## src/rtl/fetch_queue_unit.sv

```systemverilog
`default_nettype none
// +----------------------------------------------------------------------------+
// | Module   : fetch_queue_unit                                                |
// | Purpose  : Instruction-fetch front end. Issues in-order word fetches to    |
// |            instruction memory, buffers the returned words in a small       |
// |            queue and presents the head entry to the IF/ID register.        |
// |            Honours IF/ID stalls and flushes on an ID-stage redirect.       |
// | Ports    : clk, reset (async, active-low)                                  |
// |            imem_req/imem_addr/imem_ready   - request channel               |
// |            imem_rvalid/imem_rdata          - in-order response channel     |
// |            IF_IDWrite (1 = hold), redirect/redirect_pc                     |
// |            InstrF/PCF/PCPlus4F/FetchValid  - head entry to IF/ID           |
// | Revision : 1.0 - initial release                                           |
// +----------------------------------------------------------------------------+
module fetch_queue_unit #(
  parameter logic [31:0] RESET_PC  = 32'h0000_0000,
  parameter int          FQ_DEPTH  = 4,
  parameter logic [31:0] NOP_INSTR = 32'h0000_0000
) (
  input  logic        clk,
  input  logic        reset,
  output logic        imem_req,
  output logic [31:0] imem_addr,
  input  logic        imem_ready,
  input  logic        imem_rvalid,
  input  logic [31:0] imem_rdata,
  input  logic        IF_IDWrite,
  input  logic        redirect,
  input  logic [31:0] redirect_pc,
  output logic [31:0] InstrF,
  output logic [31:0] PCF,
  output logic [31:0] PCPlus4F,
  output logic        FetchValid
);

  localparam int c_CW = $clog2(FQ_DEPTH + 1);
  localparam int c_PW = (FQ_DEPTH > 1) ? $clog2(FQ_DEPTH) : 1;
  localparam logic [c_PW-1:0] c_LAST_IDX = c_PW'(FQ_DEPTH - 1);
  localparam logic [c_CW:0]   c_DEPTH    = (c_CW + 1)'(FQ_DEPTH);

  // Queue storage and bookkeeping
  logic [31:0]     r_fetch_pc;
  logic [31:0]     r_resp_pc;
  logic [31:0]     r_q_pc    [FQ_DEPTH];
  logic [31:0]     r_q_instr [FQ_DEPTH];
  logic [c_PW-1:0] r_head;
  logic [c_PW-1:0] r_tail;
  logic [c_CW-1:0] r_count;
  logic [c_CW-1:0] r_outstanding;
  logic [c_CW-1:0] r_discard;

  logic [c_CW:0]   w_inflight;
  logic [c_CW-1:0] w_rv;
  logic            w_accept;
  logic            w_pop;
  logic            w_push;
  logic            w_drop;
  logic [c_CW-1:0] w_count_nxt;
  logic [c_CW-1:0] w_out_nxt;
  logic [c_CW-1:0] w_disc_nxt;

  function automatic logic [c_PW-1:0] f_inc(input logic [c_PW-1:0] p);
    return (p == c_LAST_IDX) ? '0 : p + 1'b1;
  endfunction

  // Credit check: every buffered word plus every request still in flight
  // holds a queue slot, so a response can always be pushed.
  assign w_inflight = {1'b0, r_count} + {1'b0, r_outstanding};
  assign w_rv       = c_CW'(imem_rvalid);

  assign imem_req  = !redirect && reset && (w_inflight < c_DEPTH);
  assign imem_addr = r_fetch_pc;
  assign w_accept  = imem_req && imem_ready;

  assign w_pop  = !IF_IDWrite && (r_count != '0) && !redirect;
  assign w_drop = imem_rvalid && (r_discard != '0);
  assign w_push = imem_rvalid && (r_discard == '0) && !redirect;

  always_comb begin
    w_count_nxt = r_count;
    w_out_nxt   = r_outstanding;
    w_disc_nxt  = r_discard;
    if (redirect) begin
      w_count_nxt = '0;
      w_out_nxt   = r_outstanding - w_rv;
      // Every request still in flight after this cycle belongs to the old
      // path. Stale ones already counted in discard are part of outstanding,
      // so the new discard is simply what remains in flight.
      w_disc_nxt  = r_outstanding - w_rv;
    end else begin
      w_count_nxt = r_count + c_CW'(w_push) - c_CW'(w_pop);
      w_out_nxt   = r_outstanding + c_CW'(w_accept) - w_rv;
      w_disc_nxt  = r_discard - c_CW'(w_drop);
    end
  end

  always_ff @(posedge clk or negedge reset) begin
    if (!reset) begin
      r_fetch_pc    <= RESET_PC;
      r_resp_pc     <= RESET_PC;
      r_head        <= '0;
      r_tail        <= '0;
      r_count       <= '0;
      r_outstanding <= '0;
      r_discard     <= '0;
      for (int i = 0; i < FQ_DEPTH; i++) begin
        r_q_pc[i]    <= '0;
        r_q_instr[i] <= '0;
      end
    end else begin
      r_count       <= w_count_nxt;
      r_outstanding <= w_out_nxt;
      r_discard     <= w_disc_nxt;
      if (redirect) begin
        r_fetch_pc <= redirect_pc;
        r_resp_pc  <= redirect_pc;
        r_head     <= '0;
        r_tail     <= '0;
      end else begin
        if (w_accept) begin
          r_fetch_pc <= r_fetch_pc + 32'd4;
        end
        if (w_push) begin
          r_q_pc[r_tail]    <= r_resp_pc;
          r_q_instr[r_tail] <= imem_rdata;
          r_resp_pc         <= r_resp_pc + 32'd4;
          r_tail            <= f_inc(r_tail);
        end
        if (w_pop) begin
          r_head <= f_inc(r_head);
        end
      end
    end
  end

  // When empty, PCF shows the PC the next useful response will carry.
  always_comb begin
    FetchValid = (r_count != '0);
    InstrF     = FetchValid ? r_q_instr[r_head] : NOP_INSTR;
    PCF        = FetchValid ? r_q_pc[r_head] : r_resp_pc;
    PCPlus4F   = PCF + 32'd4;
  end

endmodule
`default_nettype wire
```

## config.mk

```make
export PLATFORM = sky130hd
export DESIGN_NAME = fetch_queue_unit
export DESIGN_NICKNAME = d
export VERILOG_FILES = /design/src/rtl/fetch_queue_unit.sv
export SDC_FILE = /design/constraint.sdc
export NUM_CORES = 1
export LEC_CHECK = 0
export CAP_MARGIN = 25
export CORE_ASPECT_RATIO = 0.5
export CORE_MARGIN = 5
export CORE_UTILIZATION = 50
export CTS_CLUSTER_SIZE = 12
export DETAILED_ROUTE_END_ITERATION = 10
export GPL_ROUTABILITY_DRIVEN = 0
export PLACE_DENSITY = 0.73
export SYNTH_ARGS = -nofsm -noshare
export SYNTH_HDL_FRONTEND = slang
export SYNTH_SLANG_ARGS = --single-unit
```

## constraint.sdc

```tcl
create_clock -name clk -period 9.7 [get_ports clk]
set_clock_uncertainty 0.15 [all_clocks]
set_input_delay 2.425 -clock clk [delete_from_list [all_inputs] [get_ports clk]]
set_output_delay 2.425 -clock clk [all_outputs]
set_load 0.02 [all_outputs]
```

Word-level counts from Yosys, hierarchy flattened. Cells that the tools add are included.

Add/sub/neg operators: 12. Order comparisons: 4. Equality and inequality tests: 2. Mux-type cells: 25. Bitwise gates (word level): 3. Reductions and logical operators: 18.

Operators by type and width (count): $mux W32 (11); $bwmux W128 (2); $bmux W32 S2 (2); $add A32 B3 Y32 const B (3); $demux W32 S2 (1); $mux W2 (6); $sub A3 B1 Y3 (4); $logic_and A1 B1 Y1 (9); $mux W3 (3); $add A3 B1 Y3 (2); $ge A3 B3 Y1 const B (2); $not A2 Y3 (2); $reduce_bool A2 Y1 (3); $reduce_bool A3 Y1 (2); $add A2 B1 Y2 const B (2); $add A3 B3 Y4 (1); $eq A2 B2 Y1 const B (2); $lt A4 B3 Y1 const B (1); $logic_not A3 Y1 (1); $lt A3 B1 Y1 const B (1); $logic_not A1 Y1 (2); $reduce_and A2 Y1 (1); $not A1 Y1 (1).

Register bits: 333. Input bits: 70. Output and inout bits: 130. Logic and storage cells: 79.

Depth between registers and ports, before layout. Gate-level depths: netlist of the first run.

Depth after elaboration: 7. Gate-level depth with buffers: 16.

Least setup slack after synthesis of the first run. Ideal clock, no wire load.

Path type: register to output. Start: register r_count[1]. End: output PCPlus4F[28]. Arrival: 3.607 ns. Path slack: 3.518 ns. Cell stages (with the launch flop): 17. Buffers on the path: 7. Cells stage by stage: dfrtp_1 > nor3_4 > inv_2 > buf_6 > buf_6 > buf_4 > clkbuf_1 > clkbuf_1 > clkbuf_1 > nand2_1 > nand2_1 > ha_1 > nor2b_1 > and4_1 > buf_2 > nand4_1 > xnor2_1.

Word-level cells in the longest chain between the ends: 3.

Ends and longest elaborated chain: from (decl) (RTL line 48) `logic [c_CW-1:0] r_count;`; from (signal assigned) (RTL line 111) `r_count <= w_count_nxt;`; $reduce_bool A3 Y1 (RTL line 138) `FetchValid = (r_count != '0);`; net FetchValid (RTL line 33) `output logic FetchValid`; $mux W32 (RTL line 140) `PCF = FetchValid ? r_q_pc[r_head] : r_resp_pc;`; net PCF[3] (RTL line 31) `output logic [31:0] PCF,`; $add A32 B3 Y32 (RTL line 141) `PCPlus4F = PCF + 32'd4;`; to (decl) (RTL line 32) `output logic [31:0] PCPlus4F,`.

The timed path passes the listed nets, and every way through them passes these cells.

Worst setup path after layout of the first run.
Start: register r_count[1]. End: output PCPlus4F[31].

Word-level cells in the longest chain between the ends: 3.

Ends and longest elaborated chain (RTL line): $reduce_bool A3 Y1 (138); $mux W32 (140); $add A32 B3 Y32 (141).

No other way between the ends.

==> metrics.txt, run 1 <==
footprint of the multi-input gates 7780 µm²; cells on worst reg2reg path 11; Chip Height 139 µm; outcome complete, no violations; sequential cell area fraction in the yosys report 0.500; Post-DRT Antenna Nets 0; gr usage total 0.231; worst path arrival time between 4 and 5 ns; leading cell type in the layout, fill and taps excluded dfrtp_1; leakage approximately 9.0 nW; worst hold path depth 2; f_max 138 MHz; num rows 47; synthesized area per cell 12.3 µm²; root buffer cell clkbuf_16; commonest cells after routing, fill and taps aside 331 x dfrtp_1, 242 x mux2_2, 197 x clkdlybuf4s50_1; Final Hold Slack 0.334 ns; Area growth, synth to finish 19.9%; Setup crit end kind output pin; total CTS buffers 34; Ports 200; fraction of layout instances using a drive strength above 1 0.243; EDFF count, synth 0; Synth Warn # 0; n_diodes 0; initial antenna violation count 0; initial drt markers between 1000 and 1500; Power Dens Cells 273 nW/µm²; total iterations of the first detailed-routing run 6; Starting Density 0.505; CP required 7.13 ns; Async SR Flop Fraction 1.00; layout filler cell count 2541; worst skew pair latency 0.53 ns; FF-to-FF End r_outstanding[2]; # nets final 1607; post-CTS setup buffer count 0; Final Hold Vio Count 0; Port Buffer Count roughly 200; syn_nets 1448; worst-path fanout max 47; # hold bufs at CTS 0; CTS max path bufs 3; first-pass GRT wire length 68.1 mm; CTS H-tree lvls 2; Clock Sinks 333; Register Area 8340 µm²; GR Overflow Total 0; HP Class reg2reg; hold-critical path endpoint r_q_pc[11]; Post-Syn Instances 1358; CP Class reg2out; Distinct cells, synth 57; Yosys reg bits 333; unrepaired setup endpoints after global routing no; pins over their slew limit 0; Die X 268 µm; reg-to-reg startpoint r_outstanding[2]; DRC Markers 0; Post-DP HPWL 29.3 mm; minimum clock period 7.23 ns; part of the cycle the worst path needs 0.745; total of max-cap violations 0; synthesized cell area 16700 µm²; Vias per Instance 5.88; Startpoint Class flip-flop; Setup TNS 0 ns; hold_sp r_q_pc[11]; Design Area, Final 20000 µm²; Worst-path clk slew 0.06 ns; vias in the first global route roughly 12000; vias post-DR 11600; r2r setup slk 5.33 ns; Primary FF master, synth dfrtp_1; Core Box Area 33000 µm²; WL per Instance 22.1 µm; TritonCTS clock tree yes; Routed WL approximately 43 mm; largest net degree at the start of global routing between 150 and 200; Worst-Margin Slew 1.09 ns; VDD IR max 166 µV; Setup-failing EPs final 0; total die area 37300 µm²; Post-DP Area 18900 µm²; worst relative slew slack 0.276; Post-CTS Resized 0
[worst max path at each step]
stage	from	to	cells past startpoint
floorplan	r_count[1]	PCPlus4F[28]	16
CTS	r_head[0]	PCPlus4F[31]	8
global placement	r_head[0]	PCPlus4F[31]	8
finish	r_count[1]	PCPlus4F[31]	10
global route	r_count[1]	PCPlus4F[28]	10
detailed placement	r_head[0]	PCPlus4F[31]	8
[metrics by stage]
step           instances  worst slack (ns)  power (W)  utilization
2_1_floorplan       1358              3.52    0.00330            -
3_3_place_gp        1918              3.02    0.00418        0.573
3_5_place_dp        1918              3.01    0.00426        0.573
4_1_cts             1964              2.43    0.00550        0.603
5_1_grt             1968              2.21    0.00572        0.606
6_report            1968              2.47    0.00545        0.606
[cell type report]
cell class,count,share of cell area
sequential,333,0.417
multi-input combinational,895,0.389
timing repair buffer,215,0.110
clock buffer,42,0.0461
tap,441,0.0276
inverter,38,0.00713
clock inverter,4,0.00319
[synthesized netlist by cell type (2+ instances only)]
cell type	number	area, µm²
buf_6	3	33.8
a31oi_1	4	25.0
dfrtp_1	333	8330
o311ai_0	13	114
buf_4	4	30.0
and2_1	38	238
and4_1	4	35.0
nand2_1	171	642
inv_2	2	7.51
inv_1	35	131
nor3_1	13	65.1
a21oi_1	17	85.1
mux4_1	18	473
o21ai_0	82	410
or2_2	3	18.8
mux4_2	46	1040
buf_1	11	41.3
nand3_1	42	210
buf_2	13	65.1
and3_1	16	100
and2_2	2	15.0
ha_1	18	225
mux2i_1	13	130
fa_1	2	40.0
clkbuf_1	58	218
xnor2_1	52	455
xor2_1	18	158
nand4_2	2	25.0
nor4_1	3	18.8
nand4b_1	2	17.5
or3_1	2	12.5
a21o_1	2	15.0
o211ai_1	6	45.0
nor2_1	25	93.8
nand4_1	20	125
mux2_2	242	2730
nor2b_1	3	18.8
[flip-flops by register name (all words and copies together), names as in the netlist]
register	count
r_q_instr	128
r_q_pc	128
imem_addr	32
r_resp_pc	32
r_count	3
r_discard	3
r_outstanding	3
r_head	2
r_tail	2
[critical path, cell delays in order, from the launching register on]
cell	delay (ns)
dfrtp_1	0.47
nor3_4	0.07
buf_4	0.25
inv_2	0.57
buf_4	0.57
mux2i_1	0.29
a2111oi_4	0.51
nand4_2	0.26
nor4_2	0.29
xor2_1	0.17
clkdlybuf4s50_1	0.62
[logic make-up after synthesis]
logic type,share of synthesized area
muxes,0.262
xor gates and xnor gates,0.0368
adders and majority gates,0.0159
buffers and inverters,0.0342
and+or+nand+nor,0.105
AOI/OAI and AO/OA,0.0459
DFF,0.500
[per-layer routing]
layer	part of all wire	up-vias	track usage
met3	0.067	81	0.0415
li1	-	5149	-
met1	0.40	5930	0.303
met4	0.030	0	0.0730
met2	0.50	407	0.394
met5	0	-	0
[where the power goes]
part           total, W  switching (W)  internal, W
clock network   0.00122       0.000527     0.000695
registers       0.00190       0.000240      0.00166
logic           0.00233        0.00121      0.00112
Power figures use the tool's default switching activity.
==> run 2, diff against run 1 <==
clock period = 7.35 ns   (was 9.7 ns; I/O delays follow)
==> run 2 against run 1 <==
Via count down 0.18%. Register-to-register slack worse by 1.6 ns. Combinational power up 33%. Design area about the same. Setup slack worse by 1.4 ns. Die area unchanged. Power up 32%. Non-clock buffer count up 4. Critical path type unchanged.
==> metrics.txt, run 2 (synthesized netlist as in run 1, its figures left out) <==
outcome complete, no violations; Worst-Margin Slew 1.01 ns; CP Class reg2out; Pint 0.00457 W; sequential share of power 0.347; non-filler cells, final 1974; Setup TNS 0 ns; vias in the first global route between 10000 and 15000; initial antenna violation count 0; Setup-failing EPs final 0; Comb pwr share 0.431; Routed WL between 40 and 50 mm; leakage 9.01 nW; worst path arrival time 4.28 ns; max incr delay on CP between 0.9 and 1 ns; Area growth, synth to finish 20.0%; total iterations of the first detailed-routing run 5; # placed instances 1923; Slowest cell on crit path dfrtp_2; Setup crit end kind output pin; Startpoint Class flip-flop; largest net degree at the start of global routing approximately 170; first-pass GRT wire length 68.8 mm; Power Dens Cells 359 nW/µm²; Post-DP Area around 19000 µm²; total die area 37300 µm²; Core Box Area around 33000 µm²; Register Area 8340 µm²; Vias per Instance 5.85; Final Hold Slack 0.336 ns; worst relative slew slack 0.322; VDD IR max 202 µV; num rows 47; Clock Power Share 0.222; # nets final about 1600; fraction of layout instances using a drive strength above 1 0.245; n_diodes 0; vias post-DR 11500; global route hottest layer met2; footprint of the multi-input gates around 7800 µm²; layout filler cell count about 2500; TritonCTS clock tree yes; met3 usage 0.0422; Final WS setup 1.09 ns; minimum clock period 6.26 ns; root buffer cell clkbuf_16; Design Area, Final 20000 µm²; worst-path fanout max 34; Ports 200; largest registers r_q_instr x128, r_q_pc x128; CP cell instances mux4_1 > nand2_1 > and2_1 > inv_1 > ha_1 > nor2b_1 > and4_1 > and4bb_2 > xor2_1 > clkdlybuf4s50_1; CTS H-tree lvls 2; Post-CTS Resized 0; part of the cycle the worst path needs 0.852; Place WS 1.62 ns; HP Class reg2reg; Starting Density 0.505; GR Overflow Total 0; met1 usage 0.313; Port Buffer Count 199; Worst-path clk slew around 0.060 ns; total CTS buffers 34; post-CTS setup buffer count 0; commonest cells after routing, fill and taps aside 331 x dfrtp_1, 242 x mux2_2, 197 x clkdlybuf4s50_1; unrepaired setup endpoints after global routing no; Post-DRT Antenna Nets 0; Psw between 0.002 and 0.003 W; CP required approximately 5.4 ns; Chip Height 139 µm; initial drt markers 900; f_max 160 MHz; worst skew pair latency 0.52 ns; leading cell type in the layout, fill and taps excluded dfrtp_1; DRC Markers 0; CTS max path bufs 3; total of max-cap violations 0; Post-DP HPWL around 30 mm; # hold bufs at CTS 0; met2 Resource Use GR 0.389; Clock Sinks 333; gr usage total 0.233; pins over their slew limit 0; switching share of total power 0.364; Die X around 270 µm; Final Hold Vio Count 0; WL per Instance ~22 µm
-- run 2: cell count changes in the layout (fill, tap and decap cells not counted), sizes merged --
cell | previous run | this run
buf | 18 | 22
clkbuf | 42 | 45
clkinv | 2 | 4
inv | 39 | 37
bufinv | 1 | 0
-- run 2: layer usage --
layer	up-vias	share of wire	wire, µm
li1	5147	-	-
met1	5963	0.41	17900
met2	364	0.50	21700
met3	72	0.064	2810
met4	0	0.030	1330
met5	-	0	0
-- run 2: worst paths after layout --
path,depth (start not counted),start,slack [ns],to
hold / removal,2,r_q_pc[27],0.34,r_q_pc[27]
setup reg to reg,9,r_count[2],3.69,imem_addr[30]
min in group asynchronous,1,reset,1.02,r_q_instr[54]
max in group asynchronous,4,reset,4.36,r_resp_pc[17]
hold reg to reg,2,r_q_pc[27],0.34,r_q_pc[27]
setup / recovery,10,r_head[1],1.09,PCPlus4F[26]
-- run 2: per-stage QoR --
stage                     utilization  total power, W
after floorplan                     -         0.00435
after global routing            0.607         0.00754
after detailed placement        0.575         0.00563
after CTS                       0.604         0.00723
after global placement          0.575         0.00554
final                           0.607         0.00718
-- run 2: layout make-up --
class / instances / share of cell area
inverters: 38 / 0.00713
multi-input cells: 895 / 0.389
clock inverters: 3 / 0.00188
repair buffers: 219 / 0.111
flip-flops and latches: 333 / 0.417
clock buffers: 45 / 0.0471
well taps: 441 / 0.0276
-- run 2: power by group through the flow --
stage          registers, W  logic (W)  clock network [W]
6_report            0.00249    0.00309            0.00159
5_1_grt             0.00254    0.00330            0.00170
4_1_cts             0.00249    0.00312            0.00162
3_5_place_dp        0.00252    0.00311                  0
3_3_place_gp        0.00249    0.00305                  0
2_1_floorplan       0.00240    0.00195                  0
-- run 2: worst max-delay path: cells and delay by family, from the launching register on --
kind	cells	cell delay (ns)
AND/OR/NAND/NOR	5	1.49
flip-flops	1	0.94
adder cells (fa/ha/maj)	1	0.17
buffers and inverters	2	0.69
XOR/XNOR	1	0.15
multiplexers	1	0.31
==> run 3, diff against run 2 <==
CAP_MARGIN = unset   (was 25)
==> run 3 against run 2 <==
Critical path depth did not move. Global-route usage unchanged. Clock-buffer cell count unchanged. Largest power group unchanged.
==> metrics.txt, run 3 (synthesized netlist as in run 1, its figures left out) <==
Die X between 200 and 300 µm; Final Hold Slack about 0.33 ns; sequential share of power 0.348; commonest cells after routing, fill and taps aside 331 x dfrtp_1, 242 x mux2_2, 197 x clkdlybuf4s50_1; # hold bufs at CTS 0; root buffer cell clkbuf_16; f_max 160 MHz; minimum clock period 6.26 ns; fraction of layout instances using a drive strength above 1 0.243; TritonCTS clock tree yes; GR Overflow Total 0; Chip Height 139 µm; initial drt markers 914; DRC Markers 0; first-pass GRT wire length ~70 mm; Post-CTS Resized 0; num rows between 40 and 50; VDD IR max 202 µV; Setup crit end kind output pin; total die area 37300 µm²; Final Hold Vio Count 0; outcome complete, no violations; non-filler cells, final between 1500 and 2000; Starting Density 0.505; Core Box Area ~33000 µm²; Comb pwr share 0.430; CTS H-tree lvls 2; worst skew pair latency 0.53 ns; Ports 200; gr usage total 0.233; # nets final 1608; Post-DRT Antenna Nets 0; Worst-path clk slew about 0.060 ns; n_diodes 0; CTS max path bufs 3; Setup TNS 0 ns; post-CTS setup buffer count 0; Routed WL 43.7 mm; CP required around 5.4 ns; WL per Instance about 22 µm; leading cell type in the layout, fill and taps excluded dfrtp_1; HP Class reg2reg; CP Class reg2out; layout filler cell count 2549; Clock Sinks ~330; # placed instances roughly 1900; largest net degree at the start of global routing about 170; Worst-Margin Slew roughly 1.1 ns; total iterations of the first detailed-routing run 5; Startpoint Class flip-flop; largest registers r_q_instr x128, r_q_pc x128; Area growth, synth to finish 19.6%; switching share of total power 0.364; worst relative slew slack 0.266; worst-path fanout max 34; initial antenna violation count 0; pins over their slew limit 0; Clock Power Share 0.222; vias post-DR 11600; leakage roughly 9 nW; total of max-cap violations 0; total CTS buffers 34; Power Dens Cells 360 nW/µm²; Vias per Instance 5.87; Psw about 0.0026 W; Setup-failing EPs final 0; Port Buffer Count 199; worst path arrival time around 4.3 ns; vias in the first global route roughly 12000; Post-DP HPWL 29.6 mm; part of the cycle the worst path needs 0.852; unrepaired setup endpoints after global routing no; Pint roughly 0.0046 W
[run 3: cell count changes in the layout (fill, tap and decap cells not counted)]
cell | before | now
buf_16 | 2 | 0
buf_12 | 3 | 2
[run 3: critical path, cell delays in order (launching register included)]
cell             delay (ns)
dfrtp_4                0.85
mux4_1                 0.40
nand2_1                0.06
and2_1                 0.20
inv_1                  0.07
ha_1                   0.17
nor2b_1                0.30
and4_1                 0.61
and4bb_2               0.32
xor2_1                 0.15
clkdlybuf4s50_1        0.62
[run 3: stage by stage]
stage | power [W] | util | worst slack [ns] | cell area [µm²]
4_1_cts | 0.00723 | 0.604 | 1.04 | 19900
5_1_grt | 0.00754 | 0.604 | 0.901 | 19900
3_3_place_gp | 0.00554 | 0.575 | 1.67 | 19000
6_report | 0.00718 | 0.604 | 1.09 | 19900
2_1_floorplan | 0.00435 | - | 1.76 | 16700
3_5_place_dp | 0.00563 | 0.575 | 1.62 | 19000
[run 3: cell type report]
| cell class | count | area [µm²] | share of cell area |
|---|---|---|---|
| multi-input combinational | 895 | 7780 | 0.390 |
| inverter | 38 | 143 | 0.00716 |
| clock inverter | 3 | 37.5 | 0.00188 |
| tap | 441 | 552 | 0.0277 |
| clock buffer | 45 | 943 | 0.0473 |
| timing repair buffer | 216 | 2140 | 0.108 |
| sequential | 333 | 8340 | 0.418 |
[run 3: worst paths after layout]
check | startpoint | endpoint | slack (ns) | depth (start not counted)
setup / recovery | r_head[0] | PCPlus4F[26] | 1.09 | 10
hold / removal | r_q_pc[10] | r_q_pc[10] | 0.33 | 2
min in group asynchronous | reset | r_q_instr[54] | 1.02 | 1
max in group asynchronous | reset | imem_addr[16] | 3.97 | 3
setup reg to reg | r_count[2] | imem_addr[30] | 3.72 | 9
hold reg to reg | r_q_pc[10] | r_q_pc[10] | 0.33 | 2
[run 3: power by group through the flow]
| stage | Clock (W) | Combinational [W] | Sequential, W |
|---|---|---|---|
| after CTS | 0.00162 | 0.00312 | 0.00249 |
| after global routing | 0.00170 | 0.00330 | 0.00254 |
| final | 0.00159 | 0.00309 | 0.00250 |
| after floorplan | 0 | 0.00195 | 0.00240 |
| after detailed placement | 0 | 0.00311 | 0.00252 |
| after global placement | 0 | 0.00305 | 0.00249 |
[run 3: metal layers]
layer / vias up / track usage / wire length, µm / part of all wire
met4: 0 / 0.0757 / 1380 / 0.032
li1: 5153 / - / - / -
met5: - / 0 / 0 / 0
met2: 352 / 0.389 / 21600 / 0.49
met1: 5977 / 0.313 / 18100 / 0.42
met3: 78 / 0.0422 / 2610 / 0.060
==> RTL change 1: new RTL, settings of run 2 <==
`FQ_DEPTH`: 4 -> 8.
--- a/src/rtl/fetch_queue_unit.sv
+++ b/src/rtl/fetch_queue_unit.sv
@@ -14,7 +14,7 @@
 // +----------------------------------------------------------------------------+
 module fetch_queue_unit #(
   parameter logic [31:0] RESET_PC  = 32'h0000_0000,
-  parameter int          FQ_DEPTH  = 4,
+  parameter int          FQ_DEPTH  = 8,
   parameter logic [31:0] NOP_INSTR = 32'h0000_0000
 ) (
   input  logic        clk,
Formal check against the unedited RTL: no difference found for any inputs over 4 cycles, from zero or initial values and one cycle with reset low; that may be too few to reach the edited logic, so the function may still have changed.
==> RTL change 1 against run 2 <==
  * Cell count increased by 54%
  * Synthesized cell count grew 56%
  * Maximum frequency down 6.5%
  * Area after synthesis grew 72%
  * Sequential power up 52%
  * First-iteration DRC count up 32%
  * Wire length rose by 57%
  * Sequential cell count is 261 higher
  * Design area up 64%
  * Combinational power up 4%
  * Setup slack worse by 0.44 ns
  * Total power up 34%
  * Global-route usage down 1.2 points
  * Register-to-register slack got worse by 0.08 ns
==> RTL change 1: results (changes against run 2) <==
global_routing:
  grt_pass1_wl_um: 110000  # +59%
  grt_max_degree: 177  # +6.0%
  met1_usage_pct: 30.9  # -0.40 points
yosys:
  synthCells: 2125  # +56%
  synth.area.top_cells: "dfrtp_1, mux2_2, mux4_2, mux2i_1, xnor2_1"
  synth_common_cells: "dfrtp_1, mux2_2, mux2i_1"
power:
  power.leakage_nw: 15.0  # +66%
  ir_worst_vdd_mv: 0.232  # +15%
  swShare_pct: 33.5  # -2.9 points
finish:
  final_cells: 3047  # +54%
  biggestRegsByFlops: "r_q_instr: 256 flops, r_q_pc: 256 flops"
  fin_nets: 2361  # +47%
critical_path:
  timing.rr.start: "r_discard[1]"
  endpoint: "PCPlus4F[28]"
  reg2regPathDepth: 7  # -2
  reg2reg_slack_ns: 3.61  # -0.08 ns
  cp_max_fo: 73  # +110%
routing:
  dr.first_iter.drc_count: 1186  # +32%
  drt-vias-per-instance: 5.90  # +0.80%
  routed_wl_um: 68900  # +57%
placement:
  postPlaceCellArea_um2: 31300  # +65%
  dp_hpwl_um: 41700  # +41%
  place_ws_ns: 1.27  # -0.350 ns
sta:
  max_freq_ghz: 0.149  # -6.5%
  period_minus_slack_ns: 6.70  # +0.435 ns
  holdWs_ns: 0.330  # -0.00567 ns
hold_path:
  worstHoldStart: "r_q_pc[160]"
status:
  outcome: "completed"
cts:
  cts_buffers: 56  # +65%
[RTL change 1: changes by cell type in the layout (fill, tap and decap cells not counted), sizes merged, moves of 13 or more]
cell,change
a22oi,+28
a31oi,+13
and2,-24
buf,+15
clkbuf,+24
dfrtp,+261
mux2,+268
mux2i,+116
mux4,+24
nand2,-70
nor2,+67
[RTL change 1: cells by family after synthesis]
group	count (synthesis)	share of synthesized area, %
adder cells (fa/ha/maj)	26	1.19
XOR/XNOR	71	2.17
flip-flops	594	51.8
AO/OA/AOI/OAI	186	4.29
AND/OR/NAND/NOR	323	5.66
buffers and inverters	198	3.36
multiplexers	727	31.5
[RTL change 1: per-layer routing]
layer | vias to the layer above | wire, um | part of all wire (%)
met5 | - | 0 | 0
met2 | 367 | 34000 | 49
met4 | 0 | 1050 | 1.5
li1 | 7981 | - | -
met1 | 9539 | 31100 | 45
met3 | 77 | 2770 | 4.0
[RTL change 1: final cells by class]
type / count / area, um2 / share of cell area, %
repair buffers: 234 / 2380 / 7.25
clock inverters: 3 / 55.1 / 0.168
clock buffers: 69 / 1490 / 4.54
well taps: 768 / 961 / 2.93
multi-input cells: 1333 / 12900 / 39.3
inverters: 46 / 173 / 0.526
flip-flops and latches: 594 / 14900 / 45.3
[RTL change 1: critical path, delay by kind of cell (launching register included)]
kind	cells	cell delay [ns]
fa+ha+maj	1	0.16
compound gates	2	0.60
xor+xnor	1	0.18
buf+inv	3	1.52
flops	1	0.38
simple gates	4	1.24
[RTL change 1: power by group through the flow]
stage	clock network (mW)	registers (mW)	logic, mW
detailed placement	0	3.84	3.23
global route	2.79	3.82	3.45
floorplan	0	3.73	2.06
global placement	0	3.84	3.20
finish	2.60	3.79	3.21
CTS	2.66	3.79	3.25
==> RTL change 2: new RTL, flow settings as in run 2 <==
Made on the original files. Make the reset (`reset`) synchronous in one clocked block. Comments in the files are not updated.
--- a/src/rtl/fetch_queue_unit.sv
+++ b/src/rtl/fetch_queue_unit.sv
@@ -94,7 +94,7 @@
     end
   end
 
-  always_ff @(posedge clk or negedge reset) begin
+  always_ff @(posedge clk) begin
     if (!reset) begin
       r_fetch_pc    <= RESET_PC;
       r_resp_pc     <= RESET_PC;
Function: differs if reset is asserted again (counterexample within 4 cycles, from zero or initial values and one cycle with reset low); with reset held inactive, the same outputs for 4 cycles.
==> RTL change 2 against run 2 <==
  * Sequential cell count rose by 2
  * Via count rose by 0.93%
  * Wire length fell by 1.3%
  * Utilization fell by 0.13 points
  * Maximum frequency fell by 1.6%
  * Cell count rose by 1.5%
  * Non-clock buffer count fell by 1
  * Area after synthesis fell by 0.67%
  * Critical path type unchanged
  * Design area fell by 0.56%
  * Global-route usage fell by 0.46 points
  * Count of clock-buffer cells in the layout rose by 3
  * Critical path depth rose by 1
  * Setup slack got worse by 0.10 ns
Power is not compared: it rests on default switching activity, and its combinational part moved more than twofold at a synthesized area within 25%.
==> RTL change 2: results (changes against run 2) <==
yosys:
  synth.avg_cell_area_um2: 11.8  # -3.7%
  synth.distinct_cells: 57  # unchanged
  synth_common_cells: "edfxtp_1, and2_1, nand2_1"
  seq_area_frac_synth_pct: 56.0  # +6.0 points
  async_reset_ff_share_pct: 0  # -100 points
  synth-edff-count: 256  # +256
  yosys_most_used_dff: "edfxtp_1"
  synth.area.top_cells: "edfxtp_1, dfxtp_1, and2_1, mux4_2, nand2_1"
  synthesis.nets: 1488  # +2.8%
sta:
  finalWorstSetupSlack_ns: 0.983  # -0.104 ns
  max-slew-margin-rel_pct: 25.8  # -6.4 points
critical_path:
  cp_max_fo: 46  # +35%
  reg2reg_slack_ns: 3.21  # -0.48 ns
  critPathSlowestCell: "inv_2"
  cp_data_arrival_time_ns: 4.38  # +0.10 ns
  path_delay_family: "simple AND/OR/NAND/NOR gates"
  slowest_delay_ns: 0.62  # -0.32 ns
status:
  outcome: "completed"
placement:
  dp_hpwl_um: 27400  # -7.5%
  postPlaceCellArea_um2: 18900  # -0.34%
  place_ws_ns: 1.63  # +0.0130 ns
routing:
  dr.first_iter.drc_count: 1000  # +11%
  drt-vias-per-instance: 5.81  # -0.58%
  routed_wl_um: 43200  # -1.3%
  dr.pass1.iters: 6  # +1
cts:
  post_cts_buffers: 0  # unchanged
  cts-resized-gates: 0  # unchanged
finish:
  drive_gt1_share_pct: 8.83  # -16 points
  fin_nets: 1636  # +1.6%
  final_cells: 2004  # +1.5%
  fillers: 2543  # +0.16%
global_routing:
  grt_pass1_wl_um: 67300  # -2.2%
  grt_max_degree: 73  # -56%
  grt_use_total_pct: 22.9  # -0.46 points
  first_global_vias: 12000  # -0.82%
hold_path:
  worstHoldPathType: "flip-flop to flip-flop"
[RTL change 2: kinds of logic (layout without fill, tap and decap cells)]
logic type / after synthesis / after routing / synth area share (%)
buffers and inverters: 134 / 296 / 3.39
XOR/XNOR: 73 / 73 / 3.86
adder cells (fa/ha/maj): 17 / 17 / 1.38
flip-flops: 335 / 335 / 56.0
AND/OR/NAND/NOR: 633 / 633 / 21.1
multiplexers: 73 / 73 / 9.45
AO/OA/AOI/OAI: 136 / 136 / 4.85
[RTL change 2: path summary, 6_finish.rpt]
| kind | from | end | depth (start not counted) |
|---|---|---|---|
| worst max-delay path | r_count[1] | PCPlus4F[26] | 11 |
| worst min-delay path | imem_addr[1] | imem_addr[1] | 2 |
| worst max register to register | r_count[1] | r_outstanding[2] | 12 |
| worst min register to register | imem_addr[1] | imem_addr[1] | 2 |
[RTL change 2: layout make-up]
class                      count  area (um2)  share of cell area, %
clock buffer                  48         998                   5.02
clock inverter                 2        8.76                 0.0440
inverter                      28         105                  0.528
multi-input combinational    932        6790                   34.1
sequential                   335        9270                   46.6
tap                          441         552                   2.77
timing repair buffer         218        2170                   10.9
[RTL change 2: layer usage]
metal	share of wire (%)	track usage, %
met1	41	30.9
met2	50	38.7
met3	6.8	4.17
met4	1.9	5.71
met5	0	0
[RTL change 2: power by group]
group / leakage [nW] / internal (mW) / switching (mW)
clock: 0.492 / 0.937 / 0.691
combinational: 3.60 / 0.241 / 0.329
sequential: 3.30 / 2.13 / 0.0751
total: 7.39 / 3.31 / 1.10
[RTL change 2: tightest hold or removal path: cells and delay by family, from the launching register on]
family / cells / cell delay [ns]
flip-flops: 1 / 0.31
AND/OR/NAND/NOR: 1 / 0.05
AO/OA/AOI/OAI: 1 / 0.05
